==> config.mk <==
export PLATFORM = sky130hd
export DESIGN_NAME = qdec_nal_unpacker
export DESIGN_NICKNAME = d
export VERILOG_FILES = /design/src/rtl/qdec_nal_unpacker_pkg.sv /design/src/rtl/qdec_nal_unpacker_skid.sv /design/src/rtl/qdec_nal_unpacker.sv
export SDC_FILE = /design/constraint.sdc
export NUM_CORES = 1
export LEC_CHECK = 0
export BUFFER_PORTS_ARGS = -buffer_cell sky130_fd_sc_hd__buf_2
export CAP_MARGIN = 20
export CORE_AREA = 2 2 93 95
export CTS_CLUSTER_DIAMETER = 120
export DETAILED_ROUTE_END_ITERATION = 7
export DIE_AREA = 0 0 95 97
export GPL_ROUTABILITY_DRIVEN = 0
export PLACE_DENSITY_LB_ADDON = 0.05
export RECOVER_POWER = 100
export SLEW_MARGIN = 20
export SYNTH_ARGS = -nofsm -noshare
export SYNTH_HDL_FRONTEND = slang
export SYNTH_SLANG_ARGS = --single-unit
==> constraint.sdc <==
create_clock -name clk -period 3.29 [get_ports clk]
set_clock_uncertainty 0.15 [all_clocks]
set_input_delay 0.329 -clock clk [delete_from_list [all_inputs] [get_ports clk]]
set_output_delay 0.329 -clock clk [all_outputs]
set_load 0.02 [all_outputs]
==> src/rtl/qdec_nal_unpacker_pkg.sv <==
// qdec_nal_unpacker_pkg: shared NAL parser states, header layout and byte constants.
package qdec_nal_unpacker_pkg;
    typedef enum logic [1:0] {SEARCH, HDR0, HDR1, PAYLOAD} t_nal_state_e;
    localparam int NAL_TYPE_VCL_MAX = 31;
    localparam logic [7:0] NAL_EPB_BYTE = 8'h03;
    localparam logic [7:0] NAL_SC_BYTE = 8'h01;
    typedef struct packed {
        logic [5:0] nal_type;
        logic [5:0] layer_id;
        logic [2:0] tid;
    } t_nal_hdr_s;
endpackage

==> src/rtl/qdec_nal_unpacker_skid.sv <==
// qdec_byte_skid: one-entry byte output register with valid/ready.
module qdec_byte_skid (
    input  logic       clk,
    input  logic       rst,
    input  logic       clr,
    input  logic       load,
    input  logic [7:0] d,
    output logic       free,
    output logic [7:0] q,
    output logic       vld,
    input  logic       rdy
);
    assign free = !vld || rdy;
    always_ff @(posedge clk or posedge rst) begin
        if (rst) begin
            vld <= 1'b0;
            q   <= 8'h00;
        end else if (clr) begin
            vld <= 1'b0;
        end else if (free) begin
            vld <= load;
            if (load) q <= d;
        end
    end
endmodule

==> src/rtl/qdec_nal_unpacker.sv <==
// qdec_nal_unpacker: Annex-B start-code search, NAL header parse and emulation-prevention strip.
// Define QDEC_NAL_EPB_STAT_EN to add the epb_cnt/nal_cnt statistics outputs.
module qdec_nal_unpacker
    import qdec_nal_unpacker_pkg::*;
#(
    parameter bit DROP_NON_VCL = 1'b1,
    parameter int CNT_W        = 24
) (
    input  logic             clk,
    input  logic             rst,
    input  logic             soft_clr,
    input  logic [7:0]       din,
    input  logic             din_vld,
    output logic             din_rdy,
    output logic [7:0]       dout,
    output logic             dout_vld,
    input  logic             dout_rdy,
    output logic             nal_hdr_vld,
    output logic [5:0]       nal_type,
    output logic [5:0]       nal_layer_id,
    output logic [2:0]       nal_tid,
    output logic             nal_end,
    output logic [CNT_W-1:0] nal_byte_cnt,
    output logic             error_intr
`ifdef QDEC_NAL_EPB_STAT_EN
    ,
    output logic [15:0]      epb_cnt,
    output logic [15:0]      nal_cnt
`endif
);
    t_nal_state_e state, state_nx;
    t_nal_hdr_s   hdr;
    logic [1:0]   zero_cnt, pend, pend_nx, flush, flush_nx;
    logic [7:0]   h0, held, ld_byte;
    logic         held_vld, held_nx, free, acc, ld, drop, end_p, err, hdr_cap, epb;

    assign din_rdy      = free && flush == 2'd0 && !held_vld && !soft_clr;
    assign acc          = din_vld && din_rdy;
    assign drop         = DROP_NON_VCL && hdr.nal_type > 6'(NAL_TYPE_VCL_MAX);
    assign nal_type     = hdr.nal_type;
    assign nal_layer_id = hdr.layer_id;
    assign nal_tid      = hdr.tid;

    qdec_byte_skid u_skid (
        .clk  (clk),
        .rst  (rst),
        .clr  (soft_clr),
        .load (ld && !drop),
        .d    (ld_byte),
        .free (free),
        .q    (dout),
        .vld  (dout_vld),
        .rdy  (dout_rdy)
    );

    always_comb begin
        state_nx = state;
        pend_nx  = pend;
        flush_nx = flush;
        held_nx  = held_vld;
        ld       = 1'b0;
        ld_byte  = din;
        end_p    = 1'b0;
        err      = 1'b0;
        hdr_cap  = 1'b0;
        epb      = 1'b0;
        if (flush != 2'd0) begin
            ld       = free;
            ld_byte  = 8'h00;
            flush_nx = free ? flush - 2'd1 : flush;
        end else if (held_vld) begin
            ld      = free;
            ld_byte = held;
            held_nx = !free;
        end else if (acc) begin
            case (state)
                SEARCH: state_nx = (din == NAL_SC_BYTE && zero_cnt[1]) ? HDR0 : SEARCH;
                HDR0: begin
                    err      = din[7];
                    state_nx = din[7] ? SEARCH : HDR1;
                end
                HDR1: begin
                    err      = din[2:0] == 3'd0;
                    hdr_cap  = 1'b1;
                    pend_nx  = 2'd0;
                    state_nx = PAYLOAD;
                end
                PAYLOAD: begin
                    pend_nx = 2'd0;
                    // zeros are held back until the next byte proves they are not a start code
                    if (din == 8'h00 && pend != 2'd2) begin
                        pend_nx = pend + 2'd1;
                    end else if (pend != 2'd2) begin
                        flush_nx = pend;
                        held_nx  = pend != 2'd0;
                        ld       = pend == 2'd0;
                    end else if (din == NAL_EPB_BYTE) begin
                        epb      = 1'b1;
                        flush_nx = 2'd2;
                    end else if (din >= 8'h04) begin
                        flush_nx = 2'd2;
                        held_nx  = 1'b1;
                    end else begin
                        end_p    = din != 8'h02;
                        err      = din == 8'h02;
                        state_nx = din == NAL_SC_BYTE ? HDR0 : SEARCH;
                    end
                end
            endcase
        end
    end

    always_ff @(posedge clk or posedge rst) begin
        if (rst) begin
            state        <= SEARCH;
            zero_cnt     <= 2'd0;
            pend         <= 2'd0;
            flush        <= 2'd0;
            held_vld     <= 1'b0;
            held         <= 8'h00;
            h0           <= 8'h00;
            hdr          <= '0;
            nal_hdr_vld  <= 1'b0;
            nal_end      <= 1'b0;
            nal_byte_cnt <= '0;
            error_intr   <= 1'b0;
        end else if (soft_clr) begin
            state       <= SEARCH;
            zero_cnt    <= 2'd0;
            pend        <= 2'd0;
            flush       <= 2'd0;
            held_vld    <= 1'b0;
            nal_hdr_vld <= 1'b0;
            nal_end     <= 1'b0;
            error_intr  <= 1'b0;
        end else begin
            state       <= state_nx;
            pend        <= pend_nx;
            flush       <= flush_nx;
            held_vld    <= held_nx;
            nal_hdr_vld <= hdr_cap;
            nal_end     <= end_p;
            if (err) error_intr <= 1'b1;
            if (acc) zero_cnt <= (din != 8'h00) ? 2'd0 : (&zero_cnt ? zero_cnt : zero_cnt + 2'd1);
            if (acc) held <= din;
            if (acc && state == HDR0) h0 <= din;
            if (hdr_cap) hdr <= '{h0[6:1], {h0[0], din[7:3]}, din[2:0] - 3'd1};
            if (hdr_cap) nal_byte_cnt <= '0;
            else if (dout_vld && dout_rdy && !(&nal_byte_cnt)) nal_byte_cnt <= nal_byte_cnt + 1'b1;
        end
    end

`ifdef QDEC_NAL_EPB_STAT_EN
    always_ff @(posedge clk or posedge rst) begin
        if (rst) begin
            epb_cnt <= 16'd0;
            nal_cnt <= 16'd0;
        end else if (soft_clr) begin
            epb_cnt <= 16'd0;
            nal_cnt <= 16'd0;
        end else begin
            if (epb && !(&epb_cnt)) epb_cnt <= epb_cnt + 16'd1;
            if (hdr_cap) nal_cnt <= nal_cnt + 16'd1;
        end
    end
`endif
endmodule

* After elaboration in Yosys (flattened, before gate mapping) *
Cells that the tools add are included.

operators by class
  $add $sub $neg = 5
  magnitude comparators = 2
  equal/unequal tests = 18
  multiplexer cells = 77
  bitwise logic cells = 1
  reduce and logical (&&, ||, !) cells = 44

operators with widths
  kind                                                                                  number
  2-bit 2-to-1 mux                                                                      28
  24-bit 2-to-1 mux                                                                     2
  1-bit 2-to-1 mux                                                                      42
  24-bit by 1-bit adder with 24-bit output (second input constant)                      1
  24-bit AND reduction                                                                  1
  3-bit != test (second input constant)                                                 7
  8-bit by 2-bit == test with 1-bit output (second input constant)                      2
  8-bit 2-to-1 mux                                                                      2
  2-bit AND reduction                                                                   6
  2-bit nonzero test                                                                    6
  1-bit logical AND                                                                     10
  3-bit nonzero test                                                                    3
  8-bit by 1-bit == test with 1-bit output (second input constant)                      1
  8-bit by 3-bit greater-or-equal comparator with 1-bit output (second input constant)  1
  8-bit zero test                                                                       1
  8-bit by 2-bit != test with 1-bit output (second input constant)                      1
  2-bit one-hot mux with 4 select lines                                                 1
  8-bit nonzero test                                                                    1
  7-bit AND reduction                                                                   1
  6-bit by 5-bit greater-than comparator with 1-bit output (second input constant)      1
  1-bit zero test                                                                       6
  2-bit zero test                                                                       3
  2-bit != test (second input constant)                                                 3
  6-bit AND reduction                                                                   1
  other kinds (14)                                                                      16

storage, ports and cells
  bits in registers = 75
  input port bits = 13
  output and inout bits = 52
  word-level logic and storage cells = 163

* Logic depth before layout (Yosys ltp) *
  depth after elaboration = 12
  gate-level depth with buffers = 8
  depth with buffers taken out = 7

* Cells and area by module *
Synthesis repeated with hierarchy kept, for this count alone.

second synthesis, totals
  cells, all modules = 392
  area total of the unflattened synthesis = 3759.9 sq um

modules (own cells, without submodules)
  module             times used  cells an instance  area an instance (sq um)
  qdec_nal_unpacker  1           369                3397.0
  qdec_byte_skid     1           23                 362.8

* Worst setup path before layout *
OpenSTA, ideal clock, no wires.

  kind = flip-flop to flip-flop
  from = register u_skid.vld
  to = register h0[0]
  setup time = 0.128 ns
  arrival time = 1.802 ns
  required time = 3.012 ns
  setup slack = 1.210 ns
  stages on the path, launching flop included = 8
  clock period less this slack = 2.080 ns
  cell sequence = dfrtp_1 nand2b_1 clkbuf_1 and3_1 nand2_1 or3_1 clkbuf_1 mux2_1

on the way
  longest elaborated chain between the ends = 8

RTL lines
  item                             RTL line                      RTL
  start, declared                  qdec_nal_unpacker_skid.sv:10  output logic vld,
  start signal, assigned           qdec_nal_unpacker_skid.sv:21  vld <= load;
  1-bit zero test                  qdec_nal_unpacker_skid.sv:13  assign free = !vld || rdy;
  1-bit logical OR                 qdec_nal_unpacker_skid.sv:13
  1-bit logical AND (3 in series)  qdec_nal_unpacker.sv:37       assign din_rdy = free && flush == 2'd0 && !held_vld && !soft_clr;
  1-bit logical AND                qdec_nal_unpacker.sv:38       assign acc = din_vld && din_rdy;
  1-bit logical AND                qdec_nal_unpacker.sv:146      if (acc && state == HDR0) h0 <= din;
  2-bit AND reduction (no line)    n/a
  end signal, assigned             qdec_nal_unpacker.sv:146
  end, declared                    qdec_nal_unpacker.sv:34       logic [7:0] h0, held, ld_byte;

No other way between the ends.
A chain may end at the register's enable or synchronous reset.

* Final worst setup path *
  from = register pend[0]
  to = register u_skid.q[3]

on the way
  longest elaborated chain between the ends = 9
  elaborated cells between the ends (all ways) = 11

RTL lines
  item                                                          RTL line                                                                   RTL
  start, declared                                               qdec_nal_unpacker.sv:33                                                    logic [1:0] zero_cnt, pend, pend_nx, flush, flush_nx;
  start signal, assigned                                        qdec_nal_unpacker.sv:138                                                   pend <= pend_nx;
  2-bit != test / 2-bit zero test (equally long branches)       qdec_nal_unpacker.sv:91, qdec_nal_unpacker.sv:93, qdec_nal_unpacker.sv:96
  1-bit 2-to-1 mux / 1-bit logical AND (equally long branches)  qdec_nal_unpacker.sv:93, qdec_nal_unpacker.sv:91
  1-bit 2-to-1 mux *                                            qdec_nal_unpacker.sv:91                                                    if (din == 8'h00 && pend != 2'd2) begin
  1-bit 2-to-1 mux *                                            qdec_nal_unpacker.sv:76                                                    case (state)
  1-bit 2-to-1 mux *                                            qdec_nal_unpacker.sv:75                                                    end else if (acc) begin
  1-bit 2-to-1 mux *                                            qdec_nal_unpacker.sv:71                                                    end else if (held_vld) begin
  1-bit 2-to-1 mux *                                            qdec_nal_unpacker.sv:67                                                    if (flush != 2'd0) begin
  1-bit logical AND *                                           qdec_nal_unpacker.sv:48                                                    .load (ld && !drop),
  3-bit AND reduction (no line) *                               n/a
  end signal, assigned                                          qdec_nal_unpacker_skid.sv:17                                               q <= 8'h00;
  end signal, assigned                                          qdec_nal_unpacker_skid.sv:22                                               if (load) q <= d;
  end, declared                                                 qdec_nal_unpacker_skid.sv:9                                                output logic [7:0] q,

Mark *: on every way between the ends. The rest lies on a longest branch, timed or not.

==> impl_results.md <==
* Initial antenna violation count at 0
* Post-synth cell types at 53
* GRT met2 Usage at 29.35%
* # fillers at 791
* Clock slew at reported path FFs at 90 ps
* Synth warn at 0
* Root Buffer: clkbuf_8
* Number of global-route vias before repair at 2816
* Bufs on Longest Clock Path at 2
* Starting Density at 45.44%
* CP max FO at 9
* First-pass GRT wire length at 14.73 mm
* Final net count at 470
* Die Y at 97 um
* PortBufs at 64
* Largest net degree at the start of global routing at 76
* Setup TNS at 0 ps
* Syn_area_per_cell at 9.625 um^2
* Hold WC Path Type: primary input to register
* Post-DP HPWL at 6.160 mm
* Finish-stage setup viols at 0
* Flops & latches, synth at 75
* Nature of the critical path endpoint: register
* Antenna-violating nets left at 0
* Sequential-to-total area share from yosys stat at 50.78%
* Reg-to-reg critical path startpoint: pend[0]
* Synth Cell Area at 3696 um^2
* Worst path arrival time at 2960 ps
* Synth-to-Final Area Change at 15.27%
* Final worst path period share at 85.85%
* Max-cap viol count at 1
* Buffer count from post-CTS setup fixing at 0
* Num rows at 33
* Syn Inst Count at 384
* 1st-pass router iterations at 4
* Placed Cells at 541
* Power per cell area at 445.1 nW/um^2
* # resized after CTS at 0
* Worst setup SP type: register
* Layout cell share with drive strength beyond 1 at 8.186%
* Final wirelength at 8.873 mm
* DR WL/cell at 15.93 um
* Synth area leader: dfrtp_1
* Clock latency at the later pin of the worst-skew pair at 350 ps
* Max Freq at 0.3541 GHz
* Clk sinks at 75
* Final Slew Violations at 76
* Minimum clock period at 2824 ps
* Failing checks: capacitance limit, slew limit
* Top cells by area, synth: dfrtp_1, nand2_1, ha_1
* Measured slew at the worst slew-check pin at 1852 ps
* Via/cell ratio at 5.436
* GRT Total Usage at 20.55%
* GRT Residual Overflow at 0
* Die X at 95 um
* Crit path kind: register to register
* Final hold vios at 0
* Pre-CTS WS at 767.0 ps
* Post-synth top area share at 50.78%
* Remaining DRCs at 0
* Worst vdd ir at 0.1780 mV
* RSZ-0062 raised after global routing: false
* Antenna Cells at 0
* Slew HR at -23.48%
* Status: finished, violations left
* Hold-fix buffers, CTS at 0
* CTS tree: yes
* Critical Path Source: pend[0]
* Non-Filler Instances at 557
* Die ar. at 9215 um^2
* Net Count, Synth at 407
* Boundary pin count at 65
* PnR worst setup slack at 465.6 ps
* Leak at 2.048 nW
* Vias at 3028
* # H-tree levels at 3
* R2R setup slack at 470 ps
* Num CTS Buffers at 9
* Layer with the highest usage: met1
* Hold Slack at 107.3 ps
* Met3 Track Usage GR at 4.361%
* Core area at 8134 um^2
* Global Route met1 Usage at 30.48%
* Required @ worst endpoint at 3430 ps
* Design Power at 1.896 mW
* Detailed Route Iter0 Violations at 160
* Hold Startpoint: din[3]
==> per-stage QoR <==
step	util (%)	instance area (um^2)
floorplan	-	3696
global placement	50.48	4106
detailed placement	50.48	4106
CTS	53.53	4354
global route	52.38	4260
finish	52.38	4260
==> layout by cell type (no fill, tap or decap), drive strengths merged, types with 2 or more instances in the layout <==
| cell type | Yosys | routed |
|---|---|---|
| nor3 | 11 | 11 |
| o21ai | 15 | 15 |
| xor2 | 6 | 6 |
| a211oi | 2 | 2 |
| a221o | 8 | 8 |
| o2111ai | 2 | 2 |
| or4 | 2 | 2 |
| nand2b | 3 | 3 |
| mux2i | 3 | 3 |
| nor4 | 2 | 2 |
| nand2 | 79 | 79 |
| mux2 | 7 | 7 |
| nor2 | 28 | 28 |
| and3 | 18 | 18 |
| nand3b | 2 | 2 |
| a31o | 3 | 3 |
| a21oi | 16 | 16 |
| bufinv | 0 | 3 |
| nor2b | 4 | 4 |
| and4 | 6 | 6 |
| clkbuf | 9 | 63 |
| inv | 11 | 13 |
| xnor2 | 10 | 10 |
| a31oi | 2 | 2 |
| o211ai | 3 | 3 |
| ha | 10 | 10 |
| and2 | 3 | 3 |
| or3 | 5 | 5 |
| buf | 7 | 14 |
| dfrtp | 75 | 75 |
| nand4 | 10 | 10 |
| and3b | 2 | 2 |
| nand3 | 9 | 9 |
==> cells by family after synthesis <==
| family | after synthesis | synth area share, % |
|---|---|---|
| adder cells (fa/ha/maj) | 10 | 3.385 |
| AND/OR/NAND/NOR | 187 | 25.22 |
| XOR/XNOR | 16 | 3.791 |
| flip-flops | 75 | 50.78 |
| multiplexers | 10 | 2.945 |
| buffers and inverters | 27 | 3.046 |
| AO/OA/AOI/OAI | 59 | 10.83 |
==> cells in the mapped netlist (all sizes together) <==
cell      n
nor2     28
o2111ai   2
a31o      3
nand4b    1
o21ai    15
a221o     8
a21o      1
o31ai     1
nor3     11
nand3     9
a211oi    2
and4      6
and3     18
inv      11
mux2      7
mux2i     3
nand2b    3
a2111oi   1
buf       7
nor2b     4
xor2      6
nor4b     1
a22oi     1
xnor2    10
o211ai    3
dfrtp    75
nand2    79
o22ai     1
o21a      1
or4       2
nand3b    2
a31oi     2
nor3b     1
clkbuf    9
and3b     2
ha       10
a221oi    1
a311o     1
or3       5
nor4      2
a21oi    16
and2      3
nand4    10
==> routing by layer <==
| metal | vias up | share of wire [%] |
|---|---|---|
| li1 | 1479 | - |
| met1 | 1464 | 50 |
| met2 | 75 | 44 |
| met3 | 10 | 4.5 |
| met4 | 0 | 1.5 |
| met5 | - | 0 |
==> critical path, cell delays in order, from the launching register on <==
cell and delay, ps:
dfrtp_1 360, inv_1 80, ha_1 280, nand2b_1 170
nor4_1 350, nor3_1 130, o21ai_0 930, a221o_1 300
==> layout make-up <==
type	count	area, um^2	share of cell area (%)
Clock buffer	9	123.9	2.907
Clock inverter	7	123.9	2.907
Inverter	11	41.29	0.9692
Multi-Input combinational cell	282	1684	39.53
Sequential cell	75	1877	44.05
Tap cell	105	131.4	3.084
Timing Repair Buffer	68	279.0	6.549
==> report_power, final <==
| group | switching (mW) | leakage, nW | internal [mW] |
|---|---|---|---|
| logic | 0.0539 | 0.892 | 0.0177 |
| clock network | 0.374 | 0.120 | 0.510 |
| registers | 0.00694 | 1.04 | 0.933 |
| total | 0.435 | 2.05 | 1.46 |
==> final timing paths <==
| check | endpoint | cells after the start |
|---|---|---|
| setup / recovery | u_skid.q[3] | 7 |
| hold / removal | nal_layer_id[0] | 3 |
| setup reg to reg | u_skid.q[3] | 7 |
| hold reg to reg | nal_type[0] | 2 |
| max in group asynchronous | nal_byte_cnt[19] | 3 |
| min in group asynchronous | nal_layer_id[0] | 3 |
==> sequential cells by signal (all words and copies together) (netlist names) <==
register,flops
pend,2
state,2
nal_layer_id,6
u_skid.q,8
flush,2
nal_tid,3
error_intr,1
nal_hdr_vld,1
held_vld,1
nal_byte_cnt,24
held,8
u_skid.vld,1
zero_cnt,2
nal_end,1
nal_type,6
h0,7
Note: power is estimated with default switching activity, not from simulation.
